<file path="config.mk">
export PLATFORM = sky130hd
export DESIGN_NAME = div_seq
export DESIGN_NICKNAME = d
export VERILOG_FILES = /design/src/rtl/div_seq.sv
export SDC_FILE = /design/constraint.sdc
export NUM_CORES = 1
export LEC_CHECK = 0
export CORE_ASPECT_RATIO = 1.1
export CORE_UTILIZATION = 60
export DETAILED_ROUTE_END_ITERATION = 6
export GPL_TIMING_DRIVEN = 0
export PLACE_DENSITY = 0.9
export SYNTH_ARGS = -nofsm -noshare
export SYNTH_HDL_FRONTEND = slang
export SYNTH_SLANG_ARGS = --single-unit
</file>
<file path="constraint.sdc">
create_clock -name clk -period 6.1 [get_ports clk]
set_clock_uncertainty 0.1 [all_clocks]
set_input_delay 1.22 -clock clk [delete_from_list [all_inputs] [get_ports clk]]
set_output_delay 1.22 -clock clk [all_outputs]
set_load 0.05 [all_outputs]
</file>
<file path="src/rtl/div_seq.sv">
// div_seq: multi-cycle RV32M DIV/DIVU/REM/REMU sequencer (restoring division,
// one quotient bit per cycle). Optional build macro DIV_SEQ_FAST_PATH_EN lets
// divide-by-zero and signed overflow skip the iterative phase.
module div_seq #(
  parameter int XLEN = 32
) (
  input  logic            clk,
  input  logic            rst,
  input  logic            start_i,
  input  logic            abort_i,
  input  logic [2:0]      op_i,
  input  logic [XLEN-1:0] dividend_i,
  input  logic [XLEN-1:0] divisor_i,
  input  logic [4:0]      wr_addr_i,
  output logic [XLEN-1:0] result_o,
  output logic            ready_o,
  output logic            busy_o,
  output logic [4:0]      wr_addr_o
);
  localparam int CW = $clog2(XLEN);
  localparam logic [XLEN-1:0] MIN_NEG = {1'b1, {(XLEN-1){1'b0}}};

  typedef enum logic [1:0] {IDLE, CALC, DONE} state_t;
  state_t state, state_nxt;

  logic [CW-1:0]   cnt;
  logic [XLEN-1:0] dvd, dvs, rem, orig;  // dvd becomes the quotient as it shifts
  logic [2:0]      op_q;
  logic [4:0]      rd_q;
  logic            sa, sb, div0, ovf;

  // Issue decode: funct3 bit0 clear means signed op
  logic signed_in, accept, is_div0, is_ovf, fast;
  assign signed_in = ~op_i[0];
  assign accept    = (state == IDLE) && start_i && !abort_i && !ready_o;
  assign is_div0   = (divisor_i == '0);
  assign is_ovf    = signed_in && (dividend_i == MIN_NEG) && (&divisor_i);
`ifdef DIV_SEQ_FAST_PATH_EN
  assign fast = is_div0 | is_ovf;
`else
  assign fast = 1'b0;
`endif

  // busy covers the ready cycle too, so the issuer waits one more cycle
  assign busy_o = (state != IDLE) || ready_o;

  // Restoring step: XLEN+1 bit partial remainder so a large divisor never overflows
  logic [XLEN:0]   rem_sh, diff;
  logic            ge;
  assign rem_sh = {rem, dvd[XLEN-1]};
  assign diff   = rem_sh - {1'b0, dvs};
  assign ge     = (rem_sh >= {1'b0, dvs});

  // Sign fix and special-case result selection
  logic            neg_q, neg_r;
  logic [XLEN-1:0] q_fix, r_fix, q_sel, r_sel;
  assign neg_q = ~op_q[0] & (sa ^ sb);
  assign neg_r = ~op_q[0] & sa;
  assign q_fix = neg_q ? -dvd : dvd;
  assign r_fix = neg_r ? -rem : rem;
  assign q_sel = div0 ? '1 : (ovf ? MIN_NEG : q_fix);
  assign r_sel = div0 ? orig : (ovf ? '0 : r_fix);

  // State register
  always_ff @(posedge clk) begin
    if (rst) state <= IDLE;
    else     state <= state_nxt;
  end

  // Next-state logic; abort always returns to IDLE
  always_comb begin
    state_nxt = state;
    case (state)
      IDLE: if (accept) state_nxt = fast ? DONE : CALC;
      CALC: begin
        if (abort_i)                      state_nxt = IDLE;
        else if (cnt == CW'(XLEN - 1))    state_nxt = DONE;
      end
      DONE:    state_nxt = IDLE;
      default: state_nxt = IDLE;
    endcase
  end

  // Datapath: operand latch, iteration, result register
  always_ff @(posedge clk) begin
    if (rst) begin
      cnt <= '0; dvd <= '0; dvs <= '0; rem <= '0; orig <= '0;
      op_q <= '0; rd_q <= '0; sa <= 1'b0; sb <= 1'b0; div0 <= 1'b0; ovf <= 1'b0;
      result_o <= '0; ready_o <= 1'b0; wr_addr_o <= '0;
    end else begin
      ready_o <= 1'b0;
      case (state)
        IDLE: if (accept) begin
          op_q <= op_i;
          rd_q <= wr_addr_i;
          sa   <= signed_in & dividend_i[XLEN-1];
          sb   <= signed_in & divisor_i[XLEN-1];
          div0 <= is_div0;
          ovf  <= is_ovf;
          orig <= dividend_i;
          dvd  <= (signed_in & dividend_i[XLEN-1]) ? -dividend_i : dividend_i;
          dvs  <= (signed_in & divisor_i[XLEN-1])  ? -divisor_i  : divisor_i;
          rem  <= '0;
          cnt  <= '0;
        end
        CALC: if (!abort_i) begin
          dvd <= {dvd[XLEN-2:0], ge};
          rem <= ge ? diff[XLEN-1:0] : rem_sh[XLEN-1:0];
          cnt <= cnt + CW'(1);
        end
        DONE: if (!abort_i) begin
          result_o  <= op_q[1] ? r_sel : q_sel;
          ready_o   <= 1'b1;
          wr_addr_o <= rd_q;
        end
        default: ;
      endcase
    end
  end
endmodule
</file>
Word level (Yosys, flattened, before mapping)
Cells that the tools add are included.
- $add $sub $neg: 6
- order comparisons: 1
- eq/ne operators: 7
- multiplexer cells: 24
- bitwise operators: 9
- reduce and logical (&&, ||, !) cells: 18
- operators by type and width (operator ; count):
    $mux 32 ; 14
    $neg 32->32 ; 4
    $pmux 32 s2 ; 2
    $ge 33x32->1 ; 1
    $eq 32x32->1 const B ; 1
    $logic_not 32->1 ; 1
    $reduce_and 32->1 ; 1
    $sub 32x32->32 ; 1
    $mux 5 ; 2
    $pmux 5 s2 ; 1
    $mux 2 ; 3
    $reduce_and 2->1 ; 3
    $add 5x1->5 const B ; 1
    $eq 5x5->1 const B ; 1
    $logic_and 1x1->1 ; 5
    $and 1x1->1 ; 4
    $ne 2x2->1 const B ; 2
    $not 1->1 ; 4
    $pmux 2 s2 ; 1
    $reduce_bool 2->1 ; 2
    $ne 3x3->1 const B ; 1
    $reduce_and 3->1 ; 1
    $eq 2x1->1 const B ; 1
    $eq 2x2->1 const B ; 1
    other kinds (6) ; 7
- flip-flop bits (word level): 184
- bits of input ports: 76
- output and inout port bits: 39
- logic and storage cells: 80

Longest topological paths before layout
- word-level depth: 6
- gate-level depth with buffers: 13
- gate-level depth less buffers: 13

Least setup slack after synthesis
No wires, ideal clock.
- path kind: input to register
- start point: input dividend_i[0]
- end point: register dvd[29]
- setup time: 0.128 ns
- arrival: 3.161 ns
- required time: 5.872 ns
- path slack: 2.711 ns
- stages: 10
- buffers on the path: 1
- cell sequence: or4_1 nor4_2 and2_1 clkbuf_1 nand4_1 o31ai_1 xor2_1 a211oi_1 a21oi_1 nor2_1
- word-level cells in the longest chain between the ends: 4
- ends and longest elaborated chain (what ; line ; RTL):
    start, declared ; 12 ; input logic [XLEN-1:0] dividend_i,
    $neg 32->32 ; 101 ; dvd <= (signed_in & dividend_i[XLEN-1]) ? -dividend_i : dividend_i;
    $mux 32 ; 101 ;
    $mux 32 ; 93 ; IDLE: if (accept) begin
    $pmux 32 s2 ; 92 ; case (state)
    end signal, assigned ; 101 ;
    end signal, assigned ; 107 ; dvd <= {dvd[XLEN-2:0], ge};
    end, declared ; 27 ; logic [XLEN-1:0] dvd, dvs, rem, orig;
Every way passes these cells. The select of a mux whose other input is x is not followed.
A chain may end at the register's enable or synchronous reset.

Worst setup path in the final report
- start point: input dividend_i[7]
- end point: register dvd[29]
Same word-level chain as after synthesis.

==> results by group <==
Hold path
  • Worst Hold Class: reg -> reg
  • Min-delay src: rd_q[4]
  • Hold depth: 2
  • Hold endpoint: wr_addr_o[4]

Route
  • Antenna Violating Nets Remaining: 0
  • DRC viols: 2
  • Avg WL per Cell: 22.0 um
  • WL final: roughly 44000 um
  • DR iter-0 viols: 1415
  • Vias per cell: 6.57
  • TritonRoute pass-1 iters: 7
  • Vias after detailed routing: around 13000

Critical path
  • R2R Path End: rem[30]
  • Reg-to-reg slack, setup: 2.28 ns
  • Critical R2R Launch: dvd[31]
  • Arrival @ worst endpoint: 4.36 ns
  • FF-to-FF path depth: 13
  • CP Capture Type: flip-flop
  • Critical setup path kind: in -> reg
  • Startpoint Class: input pin
  • Worst path required time: 6.31 ns
  • Worst-path maximum fanout: 8

CTS
  • Post-CTS Setup Repair Bufs: 0
  • Worst-path clk slew: 0.07 ns
  • Root Buffer: clkbuf_16
  • Clk buf depth: 2
  • CTS hold repair buffers: 0
  • TritonCTS clock tree: yes
  • Post-CTS Resized: 0
  • Number of H-tree levels: 4
  • Worst-skew pair later-pin latency: about 0.45 ns
  • Num Clock Sinks: roughly 180
  • Total CTS buffers: 17

STA
  • Fin crit share: between 60% and 70%
  • Worst-Margin Slew: around 0.9 ns
  • Fmax: about 0.24 GHz
  • Final Hold Vio Count: 0
  • Final setup fails: 0
  • RSZ-0062 raised after global routing: false
  • Post-route minimum period: 4.15 ns
  • Max-slew headroom: between 40% and 50%
  • WHS: 0.355 ns
  • Setup TNS: 0 ns
  • Max-slew violations: 0

Floorplanning
  • Die Footprint: 20400 um^2
  • Starting density of the core: 61.8%
  • Die Y: 150 um
  • Standard-cell rows: between 50 and 60
  • Die Wd: 136 um
  • IO Pins: ~120
  • Core Area: 19200 um^2

Logic synthesis
  • Predominant post-synthesis flop cell: dfxtp_1
  • Synth Cell Area: 11900 um^2
  • #FFs+latches synth: 184
  • Post-synthesis cell count: about 1600
  • Ys Warns: 0
  • Syn_nets: 1718
  • Post-synth ARST share: 0%
  • Syn Area/Cell: 7.42 um^2
  • Post-synth EDFFs: 0
  • Seq/Total Area, Yosys: between 30% and 40%
  • Unique masters post-synth: 75

Run status
  • Status: finished, violations left
  • Failing checks: DRC

Final layout
  • Footprint of the multi-input gates: 7550 um^2
  • Layout cell share with drive strength beyond 1: 3.95%
  • Layout Cells excl Fill: between 1500 and 2000
  • Number of nets in the layout: about 1800
  • Seq. cell area: 3680 um^2
  • Fill count: between 1500 and 2000
  • Layout area overhead: 17.3%
  • Inserted Diodes: 0

Global route
  • Initial antenna violation count: 0
  • Largest net degree at the start of global routing: 19
  • Gr ovfl total: 0
  • GRT Resource Usage Total: 43.1%
  • First-pass GRT wire length: 66000 um
  • Vias in the first global route: approximately 12000

Power and ir drop
  • Flop pwr share: 40.8%
  • PwrDens: between 200 and 250 nW/um^2
  • Clock power share: between 30% and 40%
  • Tot Pwr: around 3.2 mW
  • Worst vdd ir: 224 uV
  • Combinational power share: 20.8%
  • Switch Pwr: just over 1 mW
  • Static leakage: ~5 nW
  • Sw frac: 32.2%
  • Int Pwr: between 2 and 2.5 mW

Place
  • DP Cell Count: between 1500 and 2000
  • Port bufs: 111
  • RePlAce Congestion: ~1.0
  • Post-DP HPWL: roughly 33000 um

Run
  • Max-capacitance violation count: 0
## cells by family (layout without fill, tap and decap cells)
group	count (synthesis)	count (layout)	synth area share (%)
DFF	184	184	31.0
muxes	17	17	1.46
and+or+nand+nor	565	565	21.6
xor gates and xnor gates	145	145	10.7
buffers and inverters	165	308	5.57
AOI/OAI and AO/OA	486	486	25.5
adders and majority gates	40	40	4.27
## per-stage QoR
step | instance area (um^2) | util [%] | worst slack (ns)
floorplan | 11900 | - | 2.71
global placement | 13300 | 69.2 | 1.63
detailed placement | 13300 | 69.2 | 1.65
CTS | 13900 | 72.5 | 2.08
global route | 13900 | 72.5 | 1.81
finish | 13900 | 72.5 | 1.95
## worst max-delay path by stage
stage,startpoint,endpoint,slack (ns)
floorplan,dividend_i[0],dvd[29],2.71
global placement,divisor_i[4],dvs[28],1.63
detailed placement,dividend_i[7],dvd[29],1.65
CTS,dividend_i[7],dvd[29],2.08
global route,dividend_i[7],dvd[29],1.81
finish,dividend_i[7],dvd[29],1.95
## state kept, by name, indices dropped and copies added, names as in the netlist
register and count:
ovf 1, state 2, dvd 32, ready_o 1, orig 32, div0 1
sb 1, dvs 32, rem 32, wr_addr_o 5, op_q 2, rd_q 5
sa 1, cnt 5, result_o 32
## cell usage in the layout (no fill, tap or decap), types with 6 or more instances in the layout
master and count:
a211oi_1 46, a21o_1 13, a21oi_1 179, a221o_1 7
a221oi_1 11, a22oi_1 7, a311oi_1 12, a31oi_1 8
and2_1 6, and3_1 7, buf_2 8, clkbuf_1 93
clkbuf_16 17, clkdlybuf4s50_1 111, dfxtp_1 184, ha_1 39
inv_1 53, mux2i_1 14, nand2_1 217, nand2b_1 12
nand3_1 27, nand4_1 17, nor2_1 175, nor2b_1 8
nor3_1 32, nor3b_1 6, nor4_1 13, o211ai_1 13
o21ai_0 111, o21bai_1 6, o31ai_1 21, o41ai_1 6
or3_1 16, or4_1 8, xnor2_1 71, xor2_1 74
## cell usage after synthesis, types with 8 or more instances
cell type	number	share of area [%]
a21oi_1	179	7.5
buf_2	8	0.34
a211oi_1	46	2.9
mux2i_1	14	1.2
dfxtp_1	184	31
xor2_1	74	5.5
nand3_1	27	1.1
nand2_1	217	6.8
inv_1	53	1.7
nor4_1	13	0.68
a311oi_1	12	0.88
or3_1	16	0.84
a221oi_1	11	0.81
nand2b_1	12	0.63
nor2_1	175	5.5
xnor2_1	71	5.2
o21ai_0	111	4.7
ha_1	39	4.1
nand4_1	17	0.89
a31oi_1	8	0.42
nor3_1	32	1.3
o211ai_1	13	0.82
or4_1	8	0.51
a21o_1	13	0.82
nor2b_1	8	0.42
o31ai_1	21	1.3
clkbuf_1	93	2.9
## worst max-delay path, cell delays in order
cell             delay (ns)
clkdlybuf4s50_1        0.57
or4_1                  0.60
nor3_1                 0.37
and2_1                 0.19
clkbuf_1               0.30
nand4_1                0.23
o31ai_1                0.35
xor2_1                 0.24
a211oi_1               0.11
a21oi_1                0.14
nor2_1                 0.05
## final cells by class
type / instances / area share [%]
inverters: 54 / 1.45
multi-input cells: 1253 / 54.1
plain buffers: 111 / 3.29
flip-flops and latches: 184 / 26.4
clock inverters: 15 / 1.52
repair buffers: 111 / 7.96
well taps: 247 / 2.22
clock buffers: 17 / 3.05
## power groups by stage
stage          logic [mW]  clock network, mW  registers [mW]
2_1_floorplan       0.421                  0            1.30
3_3_place_gp        0.622                  0            1.32
3_5_place_dp        0.634                  0            1.32
4_1_cts             0.640               1.21            1.29
5_1_grt             0.712               1.27            1.30
6_report            0.662               1.22            1.30
## layer usage
metal / track usage (%) / up-vias / part of all wire (%)
li1: - / 5946 / -
met4: 33.3 / 0 / 8.3
met2: 69.8 / 850 / 46
met3: 7.28 / 219 / 9.0
met5: 0 / - / 0
met1: 50.4 / 6065 / 37
Note: power is estimated with default switching activity, not from simulation.
